===== src/rtl/ad1xx_pkg.sv =====
// Shared opcode, state and mux-select encodings for the multi-cycle sequencer.
// Imported by the sequencer top, its timeout counter and the bus interface.
package ad1xx_pkg;

  localparam logic [6:0] OP_LUI    = 7'b0110111;
  localparam logic [6:0] OP_AUIPC  = 7'b0010111;
  localparam logic [6:0] OP_JAL    = 7'b1101111;
  localparam logic [6:0] OP_JALR   = 7'b1100111;
  localparam logic [6:0] OP_BRANCH = 7'b1100011;
  localparam logic [6:0] OP_LOAD   = 7'b0000011;
  localparam logic [6:0] OP_STORE  = 7'b0100011;
  localparam logic [6:0] OP_IMM    = 7'b0010011;
  localparam logic [6:0] OP_OP     = 7'b0110011;
  localparam logic [6:0] OP_SYSTEM = 7'b1110011;

  typedef enum logic [2:0] {
    S_IDLE      = 3'd0,
    S_FETCH     = 3'd1,
    S_DECODE    = 3'd2,
    S_EXECUTE   = 3'd3,
    S_MEM       = 3'd4,
    S_WRITEBACK = 3'd5,
    S_HALT      = 3'd6,
    S_FAULT     = 3'd7
  } state_t;

  localparam logic [1:0] PC_PLUS4 = 2'b00;
  localparam logic [1:0] PC_IMM   = 2'b01;
  localparam logic [1:0] PC_ALU   = 2'b10;

  localparam logic [1:0] WB_ALU = 2'b00;
  localparam logic [1:0] WB_MEM = 2'b01;
  localparam logic [1:0] WB_PC4 = 2'b10;
  localparam logic [1:0] WB_IMM = 2'b11;

  function automatic logic is_rv32i(input logic [6:0] op);
    return op inside {OP_LUI, OP_AUIPC, OP_JAL,
                      OP_JALR, OP_BRANCH, OP_LOAD,
                      OP_STORE, OP_IMM, OP_OP,
                      OP_SYSTEM};
  endfunction

endpackage


===== src/rtl/seq_timeout.sv =====
// Memory-wait watchdog: counts stalled cycles, expired at STALL_LIMIT.
// Ports: clk, rst_n (sync, active low), clear, count_en, expired.
module seq_timeout
  import ad1xx_pkg::*;
#(
  parameter int STALL_LIMIT = 15
) (
  input  logic clk,
  input  logic rst_n,
  input  logic clear,
  input  logic count_en,
  output logic expired
);

  logic [7:0] cnt;

  assign expired = (cnt == 8'(STALL_LIMIT));

  // Saturates at the limit so a long stall never wraps back to zero.
  always_ff @(posedge clk) begin
    if (!rst_n)
      cnt <= '0;
    else if (clear)
      cnt <= '0;
    else if (count_en && !expired)
      cnt <= cnt + 8'd1;
  end

endmodule


===== src/rtl/cpu_sequencer.sv =====
// Multi-cycle RV32I control sequencer: FETCH/DECODE/EXECUTE/MEM/WB.
// In: clk, rst_n, run, instr, mem_ready, branch_taken. Out: strobes, state, fault, retired.
module cpu_sequencer
  import ad1xx_pkg::*;
#(
  parameter int STALL_LIMIT = 15
) (
  input  logic        clk,
  input  logic        rst_n,
  input  logic        run,
  input  logic [31:0] instr,
  input  logic        mem_ready,
  input  logic        branch_taken,
  output logic        mem_req,
  output logic        mem_we,
  output logic        mem_addr_sel,
  output logic        ir_we,
  output logic        pc_we,
  output logic [1:0]  pc_sel,
  output logic        reg_we,
  output logic [1:0]  wb_sel,
  output logic [2:0]  state,
  output logic        fault,
  output logic        retired
);

  state_t     cur, nxt;
  logic [6:0] op;
  logic       req_c, we_c, asel_c, irwe_c;
  logic       pcwe_c, regwe_c, ret_c;
  logic [1:0] pcsel_c, wbsel_c;
  logic       expired, waiting, tmo_clear;
  logic       instr_unused;

  assign op           = instr[6:0];
  assign instr_unused = ^instr[31:7];

  assign waiting   = (cur == S_FETCH || cur == S_MEM)
                   && !mem_ready;
  assign tmo_clear = mem_ready || (nxt != cur);

  seq_timeout #(
    .STALL_LIMIT(STALL_LIMIT)
  ) u_timeout (
    .clk     (clk),
    .rst_n   (rst_n),
    .clear   (tmo_clear),
    .count_en(waiting),
    .expired (expired)
  );

  always_ff @(posedge clk) begin
    if (!rst_n)
      cur <= S_IDLE;
    else
      cur <= nxt;
  end

  always_comb begin
    nxt     = cur;
    req_c   = 1'b0;
    we_c    = 1'b0;
    asel_c  = 1'b0;
    irwe_c  = 1'b0;
    pcwe_c  = 1'b0;
    regwe_c = 1'b0;
    ret_c   = 1'b0;
    pcsel_c = PC_PLUS4;
    wbsel_c = WB_ALU;
    case (cur)
      S_IDLE: begin
        if (run) nxt = S_FETCH;
      end
      S_FETCH: begin
        req_c = 1'b1;
        if (expired) begin
          nxt = S_FAULT;
        end else if (mem_ready) begin
          irwe_c = 1'b1;
          nxt    = S_DECODE;
        end
      end
      S_DECODE: begin
        if (op == OP_SYSTEM)
          nxt = S_HALT;
        else if (!is_rv32i(op))
          nxt = S_FAULT;
        else
          nxt = S_EXECUTE;
      end
      S_EXECUTE: begin
        unique case (1'b1)
          op == OP_LOAD,
          op == OP_STORE: nxt = S_MEM;
          op == OP_BRANCH: begin
            pcwe_c  = 1'b1;
            pcsel_c = branch_taken ? PC_IMM : PC_PLUS4;
            ret_c   = 1'b1;
            nxt     = run ? S_FETCH : S_IDLE;
          end
          default: nxt = S_WRITEBACK;
        endcase
      end
      S_MEM: begin
        req_c  = 1'b1;
        asel_c = 1'b1;
        we_c   = (op == OP_STORE);
        if (expired) begin
          nxt = S_FAULT;
        end else if (mem_ready) begin
          if (op == OP_STORE) begin
            pcwe_c = 1'b1;
            ret_c  = 1'b1;
            nxt    = run ? S_FETCH : S_IDLE;
          end else begin
            nxt = S_WRITEBACK;
          end
        end
      end
      S_WRITEBACK: begin
        regwe_c = 1'b1;
        pcwe_c  = 1'b1;
        ret_c   = 1'b1;
        unique case (1'b1)
          op == OP_LOAD: wbsel_c = WB_MEM;
          op == OP_JAL: begin
            wbsel_c = WB_PC4;
            pcsel_c = PC_IMM;
          end
          op == OP_JALR: begin
            wbsel_c = WB_PC4;
            pcsel_c = PC_ALU;
          end
          op == OP_LUI: wbsel_c = WB_IMM;
          default: wbsel_c = WB_ALU;
        endcase
        nxt = run ? S_FETCH : S_IDLE;
      end
      S_HALT:  nxt = S_HALT;
      S_FAULT: nxt = S_FAULT;
    endcase
  end

  // Strobes are forced low while reset is held, independent of state.
  assign mem_req      = rst_n & req_c;
  assign mem_we       = rst_n & we_c;
  assign mem_addr_sel = rst_n & asel_c;
  assign ir_we        = rst_n & irwe_c;
  assign pc_we        = rst_n & pcwe_c;
  assign reg_we       = rst_n & regwe_c;
  assign retired      = rst_n & ret_c;
  assign pc_sel       = rst_n ? pcsel_c : 2'b00;
  assign wb_sel       = rst_n ? wbsel_c : 2'b00;

  assign state = cur;
  assign fault = (cur == S_FAULT);

endmodule


===== config.mk =====
export PLATFORM = sky130hd
export DESIGN_NAME = cpu_sequencer
export DESIGN_NICKNAME = d
export VERILOG_FILES = /design/src/rtl/ad1xx_pkg.sv /design/src/rtl/seq_timeout.sv /design/src/rtl/cpu_sequencer.sv
export SDC_FILE = /design/constraint.sdc
export NUM_CORES = 1
export LEC_CHECK = 0
export CAP_MARGIN = 20
export CORE_UTILIZATION = 35
export DETAILED_ROUTE_END_ITERATION = 7
export MAX_ROUTING_LAYER = met4
export PLACE_DENSITY = 0.74
export SLEW_MARGIN = 20
export SYNTH_ARGS = -nofsm -noshare
export SYNTH_HDL_FRONTEND = slang
export SYNTH_SLANG_ARGS = --single-unit

===== constraint.sdc =====
create_clock -name clk -period 2.2 [get_ports clk]
set_clock_uncertainty 0.2 [all_clocks]
set_input_delay 0.55 -clock clk [delete_from_list [all_inputs] [get_ports clk]]
set_output_delay 0.55 -clock clk [all_outputs]
set_load 0.01 [all_outputs]

; ---- Yosys cells after proc, flatten, opt, wreduce, memory -nomap -nowiden
; Index checks and enable logic that the tools add are counted.
[op_classes]
eq_ne = 19
n_bitwise = 7
reduce_logical = 12
n_addsub = 1
mux = 31
[ops]
columns = cell, n
row1 = "7-bit == test, second input constant", 4
row2 = 3-bit two-way mux, 8
row3 = 3-bit one-hot mux with 8 select lines, 1
row4 = "7-bit by 6-bit == test with 1-bit output, second input constant", 3
row5 = "7-bit by 5-bit == test with 1-bit output, second input constant", 2
row6 = 1-bit two-way mux, 14
row7 = "3-bit == test, second input constant", 4
row8 = 10-bit nonzero test, 1
row9 = "8-bit by 1-bit adder with 8-bit output, second input constant", 1
row10 = "8-bit by 4-bit == test with 1-bit output, second input constant", 1
row11 = 2-bit one-hot mux with 2 select lines, 2
row12 = 2-bit OR reduction, 4
row13 = "7-bit by 2-bit == test with 1-bit output, second input constant", 1
row14 = 1-bit AND, 6
row15 = "3-bit by 2-bit == test with 1-bit output, second input constant", 2
row16 = 2-bit two-way mux, 3
row17 = 2-bit one-hot mux with 3 select lines, 1
row18 = 3-bit one-hot mux with 2 select lines, 1
row19 = "3-bit by 1-bit == test with 1-bit output, second input constant", 1
row20 = 3-bit zero test, 1
row21 = 3-bit != test, 1
row22 = 1-bit one-hot mux with 3 select lines, 1
row23 = 1-bit logical AND, 2
row24 = 1-bit zero test, 2
row25 = 2 further kinds, 3
[totals]
wordCells = 72
reg_bits = 11

; ---- Depth between registers and ports, before layout
; Gate-level depths: netlist of run 1.
[depth]
ltp_word = 8
depth_mapped = 8
depth_no_buf = 6

; ---- Modules after synthesis
; From an unflattened synthesis of run 1, not the netlist that was laid out.
[unflattened]
cells_unflattened = 138
area_unflattened_um2 = 1011.0
[by_module_without_submodules]
columns = module, area_each_um2, n_inst, cells_per_inst
row1 = cpu_sequencer, 593.1, 1, 90
row2 = seq_timeout, 417.9, 1, 48

; ---- Least setup slack after synthesis of run 1
; No wires, ideal clock.
[synth_timing]
kind = in2out
from = input port instr[3]
to = output port retired
setup_slack_ns = -0.301
arrival_ns = 1.751
stages = 6
cell_sequence = nand3b_1 -> nor4_1 -> a31o_2 -> a21oi_1 -> nor2_1 -> buf_4
[synth_via]
elab_chain_cells = 6
word_cells_on_any_way = 8
classes_between = 2 x eq/ne / 5 x mux / 1 x bitwise
[synth_lines]
columns = item, line_no
row1 = "start, declared", cpu_sequencer.sv:11  ; input logic [31:0] instr,
row2 = 7-bit by 6-bit == test with 1-bit output, cpu_sequencer.sv:111  ; if (op == OP_STORE) begin
row3 = 1-bit two-way mux (3 in a row), n/a
row4 = 1-bit one-hot mux with 3 select lines (*), n/a
row5 = 1-bit AND (*), n/a
row6 = "end, declared", cpu_sequencer.sv:24  ; output logic retired
; Every way passes the cells marked *; elsewhere a longest branch is shown, timed or not.

; ---- Worst setup path in the final report of run 1
[layout_timing]
from = input port instr[3]
to = output port pc_sel[0]
[layout_via]
elab_chain_cells = 4
word_cells_on_any_way = 7
classes_between = 3 x eq/ne / 4 x mux
[layout_lines]
columns = item, line_no
row1 = 7-bit == test (on tied branches), "cpu_sequencer.sv:130, cpu_sequencer.sv:95, cpu_sequencer.sv:126"
row2 = 2-bit one-hot mux with 2 select lines or 1-bit two-way mux (tied branches), "cpu_sequencer.sv:124, cpu_sequencer.sv:92"
row3 = 2-bit one-hot mux with 2 select lines (*), cpu_sequencer.sv:70  ; case (cur)
row4 = 2-bit two-way mux (*), cpu_sequencer.sv:152  ; assign pc_sel = rst_n ? pcsel_c : 2'b00;
row5 = "end, declared", cpu_sequencer.sv:19  ; output logic [1:0] pc_sel,
; Marked as above.

==> results of run 1 <==
-- sequential cells by signal, summed over array words and instances (netlist names) --
| register | cells |
|---|---|
| state | 3 |
| u_timeout.cnt | 8 |
-- critical path, stage by stage --
cell and delay [ns]:
buf_6 0.10, and3b_2 0.26, nand2_4 0.06, nor4_4 0.28, nand2_1 0.11, a211oi_2 0.23, buf_2 0.18
-- how the worst min path moves through the flow --
stage | from | end | depth (start not counted)
detailed placement | u_timeout.cnt[0] | u_timeout.cnt[0] | 4
global placement | u_timeout.cnt[0] | u_timeout.cnt[0] | 4
CTS | u_timeout.cnt[0] | u_timeout.cnt[0] | 4
global route | u_timeout.cnt[0] | u_timeout.cnt[0] | 4
floorplan | u_timeout.cnt[1] | u_timeout.cnt[1] | 2
finish | u_timeout.cnt[0] | u_timeout.cnt[0] | 4
-- logic make-up (layout without fill, tap and decap cells) --
kind of cell               count (synthesis)  after routing
and+or+nand+nor                           72             72
AOI/OAI and AO/OA                         28             28
buffers and inverters                     15            102
DFF                                       11             11
xor gates and xnor gates                   8              8
adders and majority gates                  1              1
muxes                                      1              1
-- layer usage --
metal	routed length, um	up-vias	part of all wire [%]
met2	2270	45	53
met4	116	0	2.7
met3	211	14	5.0
met1	1650	688	39
met5	0	-	0
li1	-	689	-
-- cells in the final DEF, fill, tap and decap left out, types with 2 or more instances in the layout --
| master | Yosys | layout |
|---|---|---|
| a2111oi_4 | 1 | 2 |
| nor4b_4 | 0 | 6 |
| buf_4 | 1 | 53 |
| nand4_1 | 5 | 5 |
| dlygate4sd2_1 | 0 | 3 |
| clkdlybuf4s50_1 | 0 | 4 |
| a21oi_1 | 4 | 3 |
| or3_1 | 3 | 3 |
| nor2b_1 | 3 | 2 |
| inv_1 | 7 | 4 |
| o21a_1 | 2 | 2 |
| clkbuf_2 | 0 | 3 |
| buf_6 | 0 | 15 |
| a31oi_1 | 3 | 3 |
| nand3_1 | 5 | 2 |
| nand3_4 | 0 | 2 |
| nor3_1 | 8 | 5 |
| a21oi_2 | 1 | 2 |
| nor4_4 | 1 | 4 |
| nand2_1 | 13 | 10 |
| dfxtp_1 | 11 | 5 |
| inv_4 | 0 | 2 |
| dfxtp_2 | 0 | 5 |
| o21ai_0 | 3 | 3 |
| clkbuf_4 | 0 | 3 |
| buf_2 | 6 | 12 |
| and3_4 | 0 | 2 |
| and3_1 | 4 | 2 |
| o21ai_2 | 0 | 2 |
| nor4_1 | 5 | 2 |
| nand2b_1 | 5 | 4 |
| nor2_1 | 9 | 8 |
| nor3_4 | 0 | 2 |
| nand2_4 | 0 | 2 |
| xor2_1 | 6 | 6 |
-- stage by stage --
stage,std cells,hold slack [ns],setup slack (ns),util [%]
after global routing,254,0.485,-0.405,75.7
final,254,0.470,-0.318,75.7
after CTS,251,0.465,-0.299,70.5
after detailed placement,235,0.440,-1.06,60.7
after global placement,235,0.427,-0.979,60.7
after floorplan,136,0.334,-0.171,-
-- power groups by stage --
| stage | combinational [mW] | clock, mW | sequential [mW] |
|---|---|---|---|
| final | 0.592 | 0.141 | 0.225 |
| after global routing | 0.624 | 0.154 | 0.226 |
| after CTS | 0.516 | 0.145 | 0.223 |
| after detailed placement | 0.433 | 0 | 0.224 |
| after global placement | 0.423 | 0 | 0.224 |
| after floorplan | 0.207 | 0 | 0.234 |
-- synth_stat cells, drive strengths merged --
cell type	count
nand3	5
nor2b	3
dfxtp	11
a211oi	2
a221oi	1
nor4b	7
o221ai	1
mux2i	1
a22oi	1
o22a	1
and3	4
o21ai	5
xor2	6
nor2	9
nor3b	1
ha	1
nand2b	5
o311a	1
or2b	1
nor3	8
a21oi	5
a31oi	3
nor4	6
inv	7
nand2	13
a2111oi	2
o21a	2
nand3b	1
clkbuf	1
a41oi	2
and3b	1
or3	3
xnor2	2
a31o	1
a311o	1
nand4	5
buf	7
-- layout make-up --
cell class | instances | area (um^2) | area share (%)
multi-input combinational | 110 | 1070 | 50.3
tap | 31 | 38.8 | 1.83
clock buffer | 4 | 26.3 | 1.24
inverter | 7 | 31.3 | 1.47
timing repair buffer | 91 | 728 | 34.3
sequential | 11 | 230 | 10.8
-- timing repair --
item / 4_1_cts / 5_1_grt
buffers inserted: 12 / 5
setup endpoints to repair: 22 / 17
resized for setup: 128 / 31
pin swaps: 16 / 19
==> results_dict.tcl, run 1 <==
set metrics [dict create \
    outcome "finished, violations left" \
    violations "design-rule violations, negative setup slack" \
    n_antenna_cell 0 \
    pwr_density_cell_mw_per_mm2 451 \
    met2_usage_pct 50.0 \
    ir_drop_v 0.000406 \
    fin_crit_sh_pct 114 \
    clockPowerShare_pct 14.7 \
    io_pins 52 \
    initial_core_util_pct 37.4 \
    yosys.area.top_type "dfxtp_1" \
    grt_use_met1_pct 30.8 \
    finalHoldViolCount 0 \
    pwr-share-seq_pct 23.5 \
    clk_pin_slew_worst_paths_ns 0.07 \
    tightest_slew_ns 0.385 \
    postRouteAntennaNets 0 \
    cts_hold_buf 0 \
    synth_mux_area_share_pct 0.955 \
    reg2reg_slack_ns 0.06 \
    synth_seq_cells 11 \
    endpoint_kind "primary output" \
    power.total_uw 957 \
    syn_nets 174 \
    synth_top_family_by_area "simple AND/OR/NAND/NOR gates" \
    die_height_um 56.7 \
    clockRootBuffer "clkbuf_4" \
    grt_most_used_layer "met2" \
    drtIter0Drc 59 \
    p_sw_share_pct 39.9 \
    path_max_fanout 2 \
    insertion_delay_ns 0.27 \
    dp.final_hpwl_um 2780 \
    critical_path.startpoint "instr[3]" \
    dpl_cell_area_mm2 0.00170 \
    r2r-start "state[1]" \
    synthTopCellsByArea "dfxtp_1, xor2_1, nand2_1" \
    max_slew_margin_pct 74.3 \
    die_width_um 56.7 \
    synth_top_area_share_pct 21.0 \
    yosysWarnings 0 \
    layout_setup_ws_ns -0.318 \
    grt.met3_usage_pct 3.23 \
    intPower_uw 575 \
    grt_pass1_wl_um 6770 \
    rsz0062_at_grt "true" \
    critPathLaunchType "primary input" \
    nNetsFinal 262 \
    cts_sinks 11 \
    syn_area_mm2 0.00105 \
    yosysUniqueCellTypes 44 \
    stdcell_area_mm2 0.00212 \
    cts_tree "done" \
    setup_viol 11 \
    grt_max_degree 17 \
    yosysSeqAreaShare_pct 21.0 \
    dieArea_mm2 0.00322 \
    r2r_cells 8 \
    grt_pass1_vias 1441 \
    via_per_inst 5.65 \
    slew_violations 0 \
    period_minus_slack_ns 2.52 \
    wl_um 4240 \
    core_mm2 0.00281 \
    crit_end "pc_sel[0]" \
    cts_buffers 3 \
    cp.arrival_ns 1.77 \
    antenna_found_initial 0 \
    drc 11 \
    fp-row-count 19 \
    area_growth_pct 103 \
    fmax_ghz 0.397 \
    overflow 0 \
    comb_power_share_pct 61.8 \
    netSwitchingPower_uw 382 \
    yosys.area_share.simple_pct 41.1 \
    vias 1436 \
    synthAdderAreaFrac_pct 1.19 \
    wire_per_inst_um 16.7 \
    ctsLongestPathBuffers 2 \
    drv_cap 0 \
    firstDrtPassIters 6 \
    synth.avg_cell_area_um2 7.71 \
    p_leak_nw 0.889 \
    fin_tns_setup_ns -1.37 \
    synth_compound_area_share_pct 22.7 \
    drive_gt1_share_pct 61.4 \
    worstPathRequired_ns 1.45 \
    gp_congestion 0.932 \
    cts-htree-levels 1 \
    hp-class "flop to flop" \
    fillers 199 \
    grt_usage_pct 27.6 \
    critPathKind "primary input to primary output" \
    portBuffers 26 \
    worstReg2RegEnd "u_timeout.cnt[4]" \
    synth_xor_xnor_area_share_pct 6.68 \
    syn_inst 136 \
]
(Power assumes the default switching activity.)
==> inputs of run 2 (changes only) <==
Settings changed: CORE_MARGIN set to 2, GPL_ROUTABILITY_DRIVEN set to 0, PLACE_DENSITY 0.74 to 0.73.
==> run 2 against run 1 <==
  * Power is 9.0% lower
  * Largest cell class unchanged
  * Wire length is 10% lower
  * Non-clock buffer count is 10 lower
  * Flip-flop and latch count stayed put
  * Sequential power hardly changed
  * Via count is 4.0% lower
  * Clock power is 3% lower
  * Register-to-register slack hardly changed
  * The flow still finishes with violations (design-rule violations, negative setup slack)
  * Die area is 7.2% higher
  * Cell count is 3.9% lower
  * Sequential share of layout area is 0.64 points higher
  * Critical path type unchanged
==> results_dict.tcl, run 2 (same netlist as run 1, synthesis figures left out) <==
set metrics [dict create \
    drv_cap 0 \
    netSwitchingPower_uw 342 \
    layout_commonest_cell "buf_4" \
    violations "design-rule violations, negative setup slack" \
    initial_core_util_pct 37.4 \
    setup_viol 4 \
    reg2reg_slack_ns 0.05 \
    cts-htree-levels 1 \
    wire_per_inst_um 15.7 \
    nNetsFinal 252 \
    overflow 0 \
    drc 6 \
    hold_ws_ns 0.509 \
    layout_setup_ws_ns -0.233 \
    fp-row-count 19 \
    final_cell_mix "buf_4, nand2_1, buf_2" \
    tightest_slew_ns 0.426 \
    outcome "finished, violations left" \
    wl_um 3820 \
    ir_drop_v 0.000317 \
    dp.final_hpwl_um 2700 \
    cts_sinks 11 \
    die_width_um 58.7 \
    fmax_ghz 0.411 \
    n_antenna_cell 0 \
    power.total_uw 871 \
    slew_violations 0 \
    via_per_inst 5.65 \
    fin_crit_sh_pct 111 \
    postRouteAntennaNets 0 \
    portBuffers 26 \
    hold_end "u_timeout.cnt[5]" \
    dieArea_mm2 0.00345 \
    critPathKind "primary input to primary output" \
    grt_max_degree 17 \
    dpl_worst_slack_ns -1.03 \
    rsz0062_at_grt "true" \
    fin_tns_setup_ns -0.782 \
    clk_pin_slew_worst_paths_ns 0.07 \
    worstPathRequired_ns 1.45 \
    core_mm2 0.00281 \
    pwr-share-seq_pct 25.7 \
    clockPowerShare_pct 15.7 \
    antenna_found_initial 0 \
    pwr_density_cell_mw_per_mm2 444 \
    intPower_uw 529 \
    drtIter0Drc 38 \
    dp_cells 229 \
    p_sw_share_pct 39.3 \
    cts_tree "done" \
    p_leak_nw 0.799 \
    grt_usage_pct 23.5 \
    top_register "u_timeout.cnt" \
    vias 1379 \
    worstHoldStart "u_timeout.cnt[5]" \
    io_pins 52 \
    final_cells 244 \
    clockRootBuffer "clkbuf_4" \
    final_util_pct 69.9 \
    firstDrtPassIters 6 \
    hp-class "flop to flop" \
    area_growth_pct 87.0 \
    largest_reg_flops 8 \
    max_slew_margin_pct 71.5 \
    dpl_cell_area_mm2 0.00166 \
    period_minus_slack_ns 2.43 \
    r2r-start "state[1]" \
    worstReg2RegEnd "u_timeout.cnt[0]" \
    ctsLongestPathBuffers 2 \
    stdcell_area_mm2 0.00196 \
    comb_power_share_pct 58.6 \
    cts_buffers 3 \
    insertion_delay_ns 0.27 \
    die_height_um 58.7 \
    drive_gt1_share_pct 55.9 \
    grt_pass1_vias 1386 \
    holdPathStages 4 \
    cts_hold_buf 0 \
    r2r_cells 8 \
    endpoint_kind "primary output" \
    finalHoldViolCount 0 \
    cp.arrival_ns 1.68 \
    grt_pass1_wl_um 6220 \
    critPathLaunchType "primary input" \
    path_max_fanout 3 \
]
## run 2: changes by cell type in the layout (fill, tap and decap cells not counted), moves of 2 or more
cell      change
nor4b_4       -6
dfxtp_1       +2
buf_6         -5
nand2_4       -2
clkbuf_2      -2
nor4b_2       +6
buf_4         -4
## run 2: critical path, cell delays in order
cell and delay (ns):
buf_6 0.09, and3b_1 0.24, nand2_2 0.09, nor4_4 0.28, nand2_1 0.10, a211oi_2 0.17, buf_2 0.15
## run 2: cell type report
class / instances / area, um^2
Clock buffer: 4 / 26.3
Timing Repair Buffer: 81 / 646
Tap cell: 31 / 38.8
Sequential cell: 11 / 225
Inverter: 7 / 33.8
Fill cell: 224 / 845
Multi-Input combinational cell: 110 / 991
## run 2: what timing repair did
item	in CTS	in global routing
hold endpoints to repair	0	0
setup buffers	8	4
resized for setup	115	26
setup endpoints to repair	22	18
pin swaps	13	21
## run 2: worst max path at each step
stage	from	end	slack [ns]
after floorplan	instr[3]	retired	-0.17
after global placement	instr[1]	pc_sel[0]	-0.97
after detailed placement	instr[3]	pc_sel[0]	-1.03
after CTS	instr[3]	pc_sel[0]	-0.26
after global routing	instr[3]	pc_sel[0]	-0.34
final	instr[3]	pc_sel[0]	-0.23
## run 2: per-layer routing
metal / GRT usage (%) / share of wire [%]
met5: - / 0
met4: 6.82 / 1.5
met3: 1.98 / 4.2
met2: 44.6 / 54
met1: 25.8 / 40
## run 2: power groups by stage
| stage | Sequential (mW) | Clock (mW) | Combinational [mW] |
|---|---|---|---|
| floorplan | 0.234 | 0 | 0.207 |
| global placement | 0.223 | 0 | 0.404 |
| detailed placement | 0.223 | 0 | 0.411 |
| CTS | 0.221 | 0.140 | 0.439 |
| global route | 0.225 | 0.149 | 0.549 |
| finish | 0.224 | 0.137 | 0.510 |
